<file path="src/rtl/cr_huf_comp_stcl_packer_pkg.sv">
// ============================================================================
// Package : cr_huf_compPKG
// Purpose : Shared types, the deflate code-length permutation and the HCLEN
//           helper used by the small-tree code-length packer.
// Rev     : 1.0  initial release
// ============================================================================
`default_nettype none

package cr_huf_compPKG;

   localparam int STCL_CL_MAX = 16;
   localparam int STCL_LEN_W  = 5;
   localparam int STCL_NPERM  = 19;

   typedef enum logic [1:0] {
      STCL_RAW     = 2'd0,
      STCL_DEFLATE = 2'd1,
      STCL_DELTA   = 2'd2,
      STCL_RSVD    = 2'd3
   } e_stcl_mode;

   typedef enum logic [1:0] {
      STCL_ST_IDLE  = 2'd0,
      STCL_ST_BUILD = 2'd1,
      STCL_ST_EMIT  = 2'd2
   } e_stcl_pack_st;

   typedef struct packed {
      logic [STCL_CL_MAX-1:0] value;
      logic [STCL_LEN_W-1:0]  length;
   } s_stcl_elem;

   // Entry 0 (rightmost) is the first symbol emitted in deflate order.
   localparam logic [STCL_NPERM-1:0][4:0] STCL_PERM = {
      5'd15, 5'd1, 5'd14, 5'd2, 5'd13, 5'd3, 5'd12, 5'd4, 5'd11, 5'd5,
      5'd10, 5'd6, 5'd9,  5'd7, 5'd8,  5'd0, 5'd18, 5'd17, 5'd16
   };

   // nz[p] flags a nonzero length at permuted position p.
   function automatic logic [3:0] stcl_hclen(input logic [STCL_NPERM-1:0] nz);
      int cnt;
      cnt = 4;
      for (int p = 0; p < STCL_NPERM; p++) begin
         if (nz[p] && (p + 1 > cnt)) cnt = p + 1;
      end
      return 4'(cnt - 4);
   endfunction

endpackage

`default_nettype wire

</file>
<file path="src/rtl/cr_huf_comp_stcl_packer_encode.sv">
// ============================================================================
// Module  : cr_huf_comp_stcl_encode
// Purpose : Combinational element encoder: selects the code length at the
//           current index and returns its packed value, bit length, the
//           updated delta reference and the build element count.
//           Delta encoding present only with CR_HUF_COMP_STCL_DELTA_EN.
// Rev     : 1.0  initial release
// ============================================================================
`default_nettype none

module cr_huf_comp_stcl_encode
   import cr_huf_compPKG::*;
#(
   parameter int NUM_SYM  = 33,
   parameter int CL_WIDTH = 4,
   parameter int CNT_W    = 6
) (
   input  logic [NUM_SYM*CL_WIDTH-1:0] snap_i,
   input  logic [CNT_W-1:0]            idx_i,
   input  e_stcl_mode                  mode_i,
   input  logic [CL_WIDTH-1:0]         prev_i,
   output s_stcl_elem                  elem_o,
   output logic [CL_WIDTH-1:0]         prev_o,
   output logic [CNT_W-1:0]            count_o
);

   logic [STCL_NPERM-1:0][CL_WIDTH-1:0] w_perm_len;
   logic [STCL_NPERM-1:0]               w_nz;
   logic [CL_WIDTH-1:0]                 w_raw;
   logic [2:0]                          w_dfl;

   for (genvar p = 0; p < STCL_NPERM; p++) begin : g_perm
      localparam int PI = int'(STCL_PERM[p]);
      if (PI < NUM_SYM) begin : g_in
         assign w_perm_len[p] = snap_i[PI*CL_WIDTH +: CL_WIDTH];
      end else begin : g_out
         assign w_perm_len[p] = '0;
      end
      assign w_nz[p] = |w_perm_len[p];
   end

   always_comb begin
      w_raw = '0;
      for (int i = 0; i < NUM_SYM; i++) begin
         if (idx_i == CNT_W'(i)) w_raw = snap_i[i*CL_WIDTH +: CL_WIDTH];
      end
      w_dfl = '0;
      for (int p = 0; p < STCL_NPERM; p++) begin
         if (idx_i == CNT_W'(p)) w_dfl = w_perm_len[p][2:0];
      end
   end

   assign count_o = (mode_i == STCL_DEFLATE) ? CNT_W'(stcl_hclen(w_nz)) + CNT_W'(4)
                                             : CNT_W'(NUM_SYM);

`ifdef CR_HUF_COMP_STCL_DELTA_EN
   logic [CL_WIDTH-1:0] w_dec;
   assign w_dec = w_raw - CL_WIDTH'(1);
`else
   logic w_unused_prev;
   assign w_unused_prev = ^prev_i;
`endif

   always_comb begin
      elem_o = '0;
      prev_o = prev_i;
      case (mode_i)
         STCL_DEFLATE: begin
            elem_o.value  = STCL_CL_MAX'(w_dfl);
            elem_o.length = STCL_LEN_W'(3);
         end
`ifdef CR_HUF_COMP_STCL_DELTA_EN
         STCL_DELTA: begin
            prev_o = w_raw;
            if (w_raw == prev_i) begin
               elem_o.length = STCL_LEN_W'(1);
            end else begin
               elem_o.length = STCL_LEN_W'(CL_WIDTH);
               // Upward steps store len-1 so the value range stays dense.
               if (w_raw > prev_i)
                  elem_o.value = STCL_CL_MAX'({w_dec[CL_WIDTH-2:0], 1'b1});
               else
                  elem_o.value = STCL_CL_MAX'({w_raw[CL_WIDTH-2:0], 1'b1});
            end
         end
`endif
         default: begin
            elem_o.value  = STCL_CL_MAX'(w_raw);
            elem_o.length = STCL_LEN_W'(CL_WIDTH);
         end
      endcase
   end

endmodule

`default_nettype wire

</file>
<file path="src/rtl/cr_huf_comp_stcl_packer.sv">
// ============================================================================
// Module  : cr_huf_comp_stcl_packer
// Purpose : Snapshots a code-length vector and serialises it LSB-first into
//           WORD_WIDTH words (raw / deflate / delta) over valid/ready.
//           Delta mode enabled by defining CR_HUF_COMP_STCL_DELTA_EN.
// Rev     : 1.0  initial release
// ============================================================================
`default_nettype none

module cr_huf_comp_stcl_packer
   import cr_huf_compPKG::*;
#(
   parameter int NUM_SYM    = 33,
   parameter int CL_WIDTH   = 4,
   parameter int WORD_WIDTH = 32,
   parameter int ADDR_WIDTH = 5,
   parameter int SIZE_WIDTH = $clog2(NUM_SYM*CL_WIDTH+1)
) (
   input  logic                        clk,
   input  logic                        rst_n,
   input  logic                        start,
   input  logic [1:0]                  mode,
   input  logic [NUM_SYM*CL_WIDTH-1:0] sym_dpth,
   input  logic                        abort,
   output logic                        out_valid,
   input  logic                        out_ready,
   output logic [WORD_WIDTH-1:0]       out_data,
   output logic [ADDR_WIDTH-1:0]       out_addr,
   output logic                        out_last,
   output logic                        busy,
   output logic                        done,
   output logic [SIZE_WIDTH-1:0]       stcl_size,
   output logic [3:0]                  hclen
);

   localparam int AW    = WORD_WIDTH + CL_WIDTH;
   localparam int FW    = $clog2(AW + 1);
   localparam int CNT_W = $clog2(((NUM_SYM > STCL_NPERM) ? NUM_SYM : STCL_NPERM) + 1);

   e_stcl_pack_st               state_q, state_d;
   e_stcl_mode                  mode_q, mode_d, w_mode_sel;
   logic [NUM_SYM*CL_WIDTH-1:0] snap_q, snap_d;
   logic [AW-1:0]               acc_q, acc_d;
   logic [FW-1:0]               fill_q, fill_d, w_fill_sum;
   logic [CNT_W-1:0]            idx_q, idx_d, w_idx_inc, w_count;
   logic [ADDR_WIDTH-1:0]       addr_q, addr_d;
   logic [SIZE_WIDTH-1:0]       size_q, size_d;
   logic [3:0]                  hclen_q, hclen_d;
   logic                        valid_q, valid_d, last_q, last_d;
   logic                        done_q, done_d, busy_q, busy_d;
   logic [CL_WIDTH-1:0]         w_prev, w_prev_next;
   logic [CL_WIDTH-1:0]         w_val;
   s_stcl_elem                  w_elem;

`ifdef CR_HUF_COMP_STCL_DELTA_EN
   logic [CL_WIDTH-1:0] prev_q, prev_d;
   assign w_prev = prev_q;
`else
   logic w_unused_prev_next;
   assign w_prev             = CL_WIDTH'(4);
   assign w_unused_prev_next = ^w_prev_next;
`endif

   cr_huf_comp_stcl_encode #(
      .NUM_SYM  (NUM_SYM),
      .CL_WIDTH (CL_WIDTH),
      .CNT_W    (CNT_W)
   ) u_encode (
      .snap_i  (snap_q),
      .idx_i   (idx_q),
      .mode_i  (mode_q),
      .prev_i  (w_prev),
      .elem_o  (w_elem),
      .prev_o  (w_prev_next),
      .count_o (w_count)
   );

   assign w_val = w_elem.value[CL_WIDTH-1:0];
   if (CL_WIDTH < STCL_CL_MAX) begin : g_val_pad
      logic w_unused_val;
      assign w_unused_val = ^w_elem.value[STCL_CL_MAX-1:CL_WIDTH];
   end

   always_comb begin
      case (e_stcl_mode'(mode))
         STCL_DEFLATE: w_mode_sel = STCL_DEFLATE;
`ifdef CR_HUF_COMP_STCL_DELTA_EN
         STCL_DELTA:   w_mode_sel = STCL_DELTA;
`endif
         default:      w_mode_sel = STCL_RAW;
      endcase
   end

   assign w_fill_sum = fill_q + FW'(w_elem.length);
   assign w_idx_inc  = idx_q + CNT_W'(1);

   always_comb begin
      state_d = state_q;
      mode_d  = mode_q;
      snap_d  = snap_q;
      acc_d   = acc_q;
      fill_d  = fill_q;
      idx_d   = idx_q;
      addr_d  = addr_q;
      size_d  = size_q;
      hclen_d = hclen_q;
      valid_d = valid_q;
      last_d  = last_q;
      done_d  = 1'b0;
`ifdef CR_HUF_COMP_STCL_DELTA_EN
      prev_d  = prev_q;
`endif
      case (state_q)
         STCL_ST_IDLE: begin
            if (start) begin
               state_d = STCL_ST_BUILD;
               mode_d  = w_mode_sel;
               snap_d  = sym_dpth;
               acc_d   = '0;
               fill_d  = '0;
               idx_d   = '0;
               addr_d  = '0;
               size_d  = '0;
               hclen_d = '0;
               valid_d = 1'b0;
               last_d  = 1'b0;
`ifdef CR_HUF_COMP_STCL_DELTA_EN
               prev_d  = CL_WIDTH'(4);
`endif
            end
         end
         STCL_ST_BUILD: begin
            acc_d   = acc_q | (AW'(w_val) << fill_q);
            fill_d  = w_fill_sum;
            idx_d   = w_idx_inc;
            size_d  = size_q + SIZE_WIDTH'(w_elem.length);
            hclen_d = (mode_q == STCL_DEFLATE) ? 4'(w_count - CNT_W'(4)) : 4'd0;
`ifdef CR_HUF_COMP_STCL_DELTA_EN
            prev_d  = w_prev_next;
`endif
            if ((w_fill_sum >= FW'(WORD_WIDTH)) || (w_idx_inc == w_count)) begin
               state_d = STCL_ST_EMIT;
               valid_d = 1'b1;
               last_d  = (w_idx_inc == w_count) && (w_fill_sum <= FW'(WORD_WIDTH));
            end
         end
         STCL_ST_EMIT: begin
            if (valid_q && out_ready) begin
               acc_d  = acc_q >> WORD_WIDTH;
               fill_d = (fill_q > FW'(WORD_WIDTH)) ? fill_q - FW'(WORD_WIDTH) : '0;
               addr_d = addr_q + ADDR_WIDTH'(1);
               if (last_q) begin
                  state_d = STCL_ST_IDLE;
                  valid_d = 1'b0;
                  last_d  = 1'b0;
                  done_d  = 1'b1;
               end else if (idx_q == w_count) begin
                  // Overflow bits from the final element form one more word.
                  last_d = 1'b1;
               end else begin
                  state_d = STCL_ST_BUILD;
                  valid_d = 1'b0;
               end
            end
         end
         default: begin
            state_d = STCL_ST_IDLE;
            valid_d = 1'b0;
            last_d  = 1'b0;
         end
      endcase
      if (abort) begin
         state_d = STCL_ST_IDLE;
         valid_d = 1'b0;
         last_d  = 1'b0;
         done_d  = 1'b0;
      end
      busy_d = (state_d != STCL_ST_IDLE);
   end

   always_ff @(posedge clk or negedge rst_n) begin
      if (!rst_n) begin
         state_q <= STCL_ST_IDLE;
         mode_q  <= STCL_RAW;
         snap_q  <= '0;
         acc_q   <= '0;
         fill_q  <= '0;
         idx_q   <= '0;
         addr_q  <= '0;
         size_q  <= '0;
         hclen_q <= '0;
         valid_q <= 1'b0;
         last_q  <= 1'b0;
         done_q  <= 1'b0;
         busy_q  <= 1'b0;
`ifdef CR_HUF_COMP_STCL_DELTA_EN
         prev_q  <= CL_WIDTH'(4);
`endif
      end else begin
         state_q <= state_d;
         mode_q  <= mode_d;
         snap_q  <= snap_d;
         acc_q   <= acc_d;
         fill_q  <= fill_d;
         idx_q   <= idx_d;
         addr_q  <= addr_d;
         size_q  <= size_d;
         hclen_q <= hclen_d;
         valid_q <= valid_d;
         last_q  <= last_d;
         done_q  <= done_d;
         busy_q  <= busy_d;
`ifdef CR_HUF_COMP_STCL_DELTA_EN
         prev_q  <= prev_d;
`endif
      end
   end

   assign out_valid = valid_q;
   assign out_data  = acc_q[WORD_WIDTH-1:0];
   assign out_addr  = addr_q;
   assign out_last  = last_q;
   assign busy      = busy_q;
   assign done      = done_q;
   assign stcl_size = size_q;
   assign hclen     = hclen_q;

endmodule

`default_nettype wire
</file>
<file path="config.mk">
export PLATFORM = sky130hd
export DESIGN_NAME = cr_huf_comp_stcl_packer
export DESIGN_NICKNAME = d
export VERILOG_FILES = /design/src/rtl/cr_huf_comp_stcl_packer_pkg.sv /design/src/rtl/cr_huf_comp_stcl_packer_encode.sv /design/src/rtl/cr_huf_comp_stcl_packer.sv
export SDC_FILE = /design/constraint.sdc
export NUM_CORES = 1
export LEC_CHECK = 0
export ABC_CLOCK_PERIOD_IN_PS = 4700
export CORE_ASPECT_RATIO = 0.75
export CORE_MARGIN = 3
export CORE_UTILIZATION = 30
export DETAILED_ROUTE_END_ITERATION = 12
export SLEW_MARGIN = 40
export SYNTH_ARGS = -nofsm -noshare
export SYNTH_HDL_FRONTEND = slang
export SYNTH_SLANG_ARGS = --single-unit
</file>
<file path="constraint.sdc">
create_clock -name clk -period 4.7 [get_ports clk]
set_input_delay 0.47 -clock clk [delete_from_list [all_inputs] [get_ports clk]]
set_output_delay 0.47 -clock clk [all_outputs]
set_load 0.05 [all_outputs]
</file>
# [Yosys cells after proc, flatten, opt, wreduce, memory -nomap -nowiden]
# Index checks and enable logic that the tools add are counted.
[op_classes] n_addsub=8 eq_ne=44 n_reduce_logical=44 n_div=0 order_cmp=17 shift=1 n_bitwise=1 n_mul=0 mux=110
[op_table] op="$mux W4" n=44
[op_table] op="$pmux W36 S3" n=1
[op_table] op="$eq A6 B5 Y1 const B" n=16
[op_table] op="$mux W36" n=2
[op_table] op="$reduce_or A4 Y1" n=15
[op_table] op="$mux W3" n=19
[op_table] op="$eq A6 B4 Y1 const B" n=8
[op_table] op="$or A36 B36 Y36" n=1
[op_table] op="$shl A4 B6 Y36" n=1
[op_table] op="$gt A4 B4 Y1 const A" n=7
[op_table] op="$mux W5" n=5
[op_table] op="$eq A6 B3 Y1 const B" n=4
[op_table] op="$mux W6" n=4
[op_table] op="$pmux W6 S3" n=1
[op_table] op="$mux W1" n=17
[op_table] op="$logic_and A1 B1 Y1" n=16
[op_table] op="$mux W2" n=8
[op_table] op="$pmux W8 S2" n=1
[op_table] op="$gt A5 B5 Y1 const A" n=3
[op_table] op="$eq A6 B2 Y1 const B" n=2
[op_table] op="$eq A6 B6 Y1" n=2
[op_table] op="$pmux W6 S2" n=1
[op_table] op="$pmux W5 S2" n=1
[op_table] op="$mux W9" n=1
[op_table] op="other kinds (32)" n=45
[totals] ram_bits=0 latchBits=0 mem_count=0 wordCells=238 inputBits=139 rom_bits=0 out_inout_bits=53 reg_bits=205

# [Longest topological paths before layout]
[depth] depth_word=54 depth_mapped=16 ltp_nobuf=11

# [Hierarchy]
# From an unflattened synthesis, not the netlist that was laid out.
[unflattened] hier_cells=1108 area_unflattened_um2=11706.2
[by_module_without_submodules] mod="cr_huf_comp_stcl_packer" n_inst=1 cells_each=732 area_per_inst_um2=9006.1 seq_area_each_um2=5104.9
[by_module_without_submodules] mod="cr_huf_comp_stcl_encode" n_inst=1 cells_each=376 area_per_inst_um2=2700.1 seq_area_each_um2=0.0

# [Worst setup path after synthesis]
# Ideal clock, no wire load.
[synth_path] path_kind="register -> register" startpoint="register idx_q[0]" endpoint="register acc_q[31]" required_time_ns=4.578 setup_ns=0.122 path_slack_ns=1.466 synth_period_minus_slack_ns=3.234 t_arrival_ns=3.112 path_buffers=2 stages_incl_launch_ff=14 cell_sequence="dfrtp_1 clkbuf_1 inv_1 ha_1 or3b_1 buf_2 or3_1 a311oi_1 a211oi_1 o211a_1 a211oi_4 mux4_2 nor2_2 a32o_1"
[synth_via] elab_chain_len=38 word_cells_on_any_way=89 cone_classes="eq/ne: 32; shift: 1; mux: 54; bitwise: 1; reduce/logical: 1"
[synth_lines] item="from (decl)" line_no="cr_huf_comp_stcl_packer.sv:45" text="logic [CNT_W-1:0] idx_q, idx_d, w_idx_inc, w_count;"
[synth_lines] item="from (signal assigned)" line_no="cr_huf_comp_stcl_packer.sv:205" text="idx_q <= idx_d;"
[synth_lines] item="$logic_not A6 Y1" line_no="cr_huf_comp_stcl_packer_encode.sv:45, cr_huf_comp_stcl_packer_encode.sv:49"
[synth_lines] item="$mux W4 (33 in series)" line_no="cr_huf_comp_stcl_packer_encode.sv:45" text="if (idx_i == CNT_W'(i)) w_raw = snap_i[i*CL_WIDTH +: CL_WIDTH];"
[synth_lines] item="$mux W9 (*)" line_no="cr_huf_comp_stcl_packer_encode.sv:67" text="case (mode_i)"
[synth_lines] item="$shl A4 B6 Y36 (*)" line_no="cr_huf_comp_stcl_packer.sv:133" text="acc_d = acc_q | (AW'(w_val) << fill_q);"
[synth_lines] item="$or A36 B36 Y36 (*)" line_no="cr_huf_comp_stcl_packer.sv:133"
[synth_lines] item="$pmux W36 S3 (*)" line_no="cr_huf_comp_stcl_packer.sv:113" text="case (state_q)"
[synth_lines] item="to (signal assigned)" line_no="cr_huf_comp_stcl_packer.sv:186" text="acc_q <= '0;"
[synth_lines] item="to (signal assigned)" line_no="cr_huf_comp_stcl_packer.sv:203" text="acc_q <= acc_d;"
[synth_lines] item="to (decl)" line_no="cr_huf_comp_stcl_packer.sv:43" text="logic [AW-1:0] acc_q, acc_d;"
# Mark *: on every way between the ends. The rest lies on a longest branch, timed or not.
# A chain may end at the register's enable or synchronous reset.

# [Worst setup path in the final report]
[layout_path] startpoint="register idx_q[0]" endpoint="register acc_q[4]"
# The elaborated chain is that of the path after synthesis.

==> flow_metrics.tcl <==
set metrics [dict create \
    dpl.cell_count 1965 \
    die_w_um 242 \
    ioPinCount 192 \
    drt_iter0_drc 1174 \
    yosys-top-cells-area "dfrtp_1 (41%), mux2_2 (11%), nand2_1 (3.5%)" \
    required_ps 5150 \
    dp_slack_ps 421 \
    netlist.area_leader.share_pct 40.6 \
    rsz0062_at_grt "no" \
    critPathMaxFanout 17 \
    vdd_drop_max_v 0.000221 \
    post_cts_buffers 0 \
    drv_cap 0 \
    ys_types 106 \
    critical_path.most_common_cell "o21ai_0" \
    dr_total_vias 11667 \
    timing.fmax_ghz 0.226 \
    cp.arrival_ps 4880 \
    ant_nets 0 \
    final_area_um2 15800 \
    cts_hold_buf 1 \
    min_period_ps 4430 \
    cp_cell_sequence "inv_1 -> ha_1 -> and3b_1 -> nand3_1 -> a311oi_1 -> o21ai_0 -> o21ai_0 -> a21oi_1 -> nor2b_1 -> a22oi_2 -> buf_4 -> o31ai_1" \
    max-slew-margin-rel_pct 41.5 \
    cts_made_buffers 24 \
    leakagePower_nw 6.14 \
    grt_max_degree 110 \
    cp-end-kind "flop" \
    fin_tns_setup_ps 0 \
    cellPowerDensity_nw_per_um2 364 \
    grt_overflow 0 \
    wl_per_cell_um 25.5 \
    ys.warnings.count 0 \
    ys_ff_latch 204 \
    start_util_pct 30.6 \
    synth_edf_count 0 \
    final_core_util_pct 38.4 \
    drv_slew 0 \
    hold_viol 0 \
    fin_crit_sh_pct 94.3 \
    grt_pass1_wl_um 77400 \
    worst-setup-path-type "flop to flop" \
    syn-num-nets 1444 \
    cts.sinks 204 \
    gp_congestion 1.03 \
    synth_commonest_cells "dfrtp_1 (204), mux2_2 (121), nand2_1 (116), o21ai_0 (76), nor2_1 (72)" \
    cpPeakStageDelay_ps 690 \
    portBuffers 191 \
    final_net_count 1588 \
    ys_seq_area_share_pct 40.6 \
    status "finished, final reports clean" \
    synth_area_um2 12600 \
    grt_pass1_vias 11558 \
    postLayoutSetupSlackWorst_ps 266 \
    htree_levels 1 \
    coreArea_um2 41100 \
    final_cells 2009 \
    die_area_um2 44400 \
    synth_top_cell_by_area "dfrtp_1" \
    yosysMostFrequentCell "dfrtp_1" \
    cts.repair.resized 0 \
    layout-drive-gt1-share_pct 17.8 \
    dr.pass1.iters 7 \
    area.growth.synth_to_final_pct 25.6 \
    finalPower_mw 5.74 \
    hp-class "flop to flop" \
    finalClockSkew_ps 17.4 \
    cp_slowest_cell "ha_1" \
    ctsLongestPathBuffers 3 \
    synthCells 1287 \
    grtUsageTotal_pct 22.6 \
    worst_pin_slew_ps 869 \
    antenna_found_initial 1 \
    tritoncts "yes" \
    holdWs_ps 485 \
    place_hpwl_um 39200 \
    wirelength_um 51200 \
    cts_root_buffer "clkbuf_16" \
    setup_viol 0 \
    clk_latency_ps 550 \
    row_count 64 \
    avgSynthCellArea_um2 9.77 \
    die_y_um 183 \
    placed_area_um2 14900 \
    postSynth.topFlopCell "dfrtp_1" \
    drc 0 \
    clkSlewWorstSetupHoldPaths_ps 60 \
    start_kind "flop" \
    via_per_inst 5.81 \
    synth-async-reset-ratio_pct 100 \
]
[where the power goes]
group	total, mW	internal (mW)	switching [mW]
logic	1.43	0.624	0.805
registers	2.26	1.96	0.299
clock network	2.05	1.25	0.798
[worst max-delay path, delay by kind of cell (launching register included)]
kind | cells | cell delay (ps)
compound gates | 6 | 1450
simple gates | 3 | 1380
fa+ha+maj | 1 | 690
flops | 1 | 490
buf+inv | 2 | 320
[final cells by class]
class                   instances  area, um^2
fillers                      4067       25300
multi-input cells             935        6680
flip-flops and latches        204        5100
repair buffers                238        2340
well taps                     561         702
clock buffers                  31         647
clock inverters                11         205
inverters                      28         105
diodes                          1        2.50
[cell usage in the layout (no fill, tap or decap), types with 10 or more instances in the layout]
cell type and n:
or4_1 10, nor3b_1 11, ha_1 15, o221ai_1 11
nor3_1 19, clkdlybuf4s50_1 190, o22ai_1 16, a32oi_1 14
and3_1 16, or3_1 11, a211oi_1 10, clkbuf_16 25
inv_1 27, nor2b_1 18, a22oi_1 10, nand2b_1 14
nand2_1 116, nor2_1 72, o31ai_1 10, a21oi_1 60
nand3b_1 12, o21ai_0 76, nor4_1 16, a22o_1 13
buf_4 41, nand3_1 48, dfrtp_1 204, mux2_2 121
[metal layers]
| metal | part of all wire (%) | wire length (um) | vias up | global-route usage (%) |
|---|---|---|---|---|
| met2 | 40 | 20700 | 582 | 32.2 |
| met3 | 8.9 | 4540 | 111 | 5.00 |
| met1 | 48 | 24600 | 5878 | 34.6 |
| met4 | 2.6 | 1310 | 2 | 5.05 |
| met5 | 0.023 | 12 | - | 0 |
| li1 | - | - | 5094 | - |
[state kept, by name, summed over array words and instances (netlist names), 2 cells and up]
name	cells
snap_q	132
acc_q	36
stcl_size	8
fill_q	6
idx_q	6
out_addr	5
hclen	4
state_q	2
[logic make-up after synthesis]
family                   after synthesis  share of synthesized area (%)
adder cells (fa/ha/maj)               18                           1.91
buffers and inverters                148                           6.38
multiplexers                         126                           11.4
XOR/XNOR                              18                           1.25
flip-flops                           204                           40.6
AO/OA/AOI/OAI                        345                           19.7
AND/OR/NAND/NOR                      428                           18.8
[worst paths after layout]
path / from / end / slack (ps) / depth (start not counted)
min in group asynchronous: rst_n / snap_q[12] / 520 / 2
max in group asynchronous: rst_n / fill_q[2] / 3260 / 3
worst min register to register: acc_q[11] / acc_q[11] / 490 / 2
worst min-delay path: acc_q[11] / acc_q[11] / 490 / 2
worst max-delay path: idx_q[0] / acc_q[4] / 270 / 12
worst max register to register: idx_q[0] / acc_q[4] / 270 / 12
(Power assumes the default switching activity.)
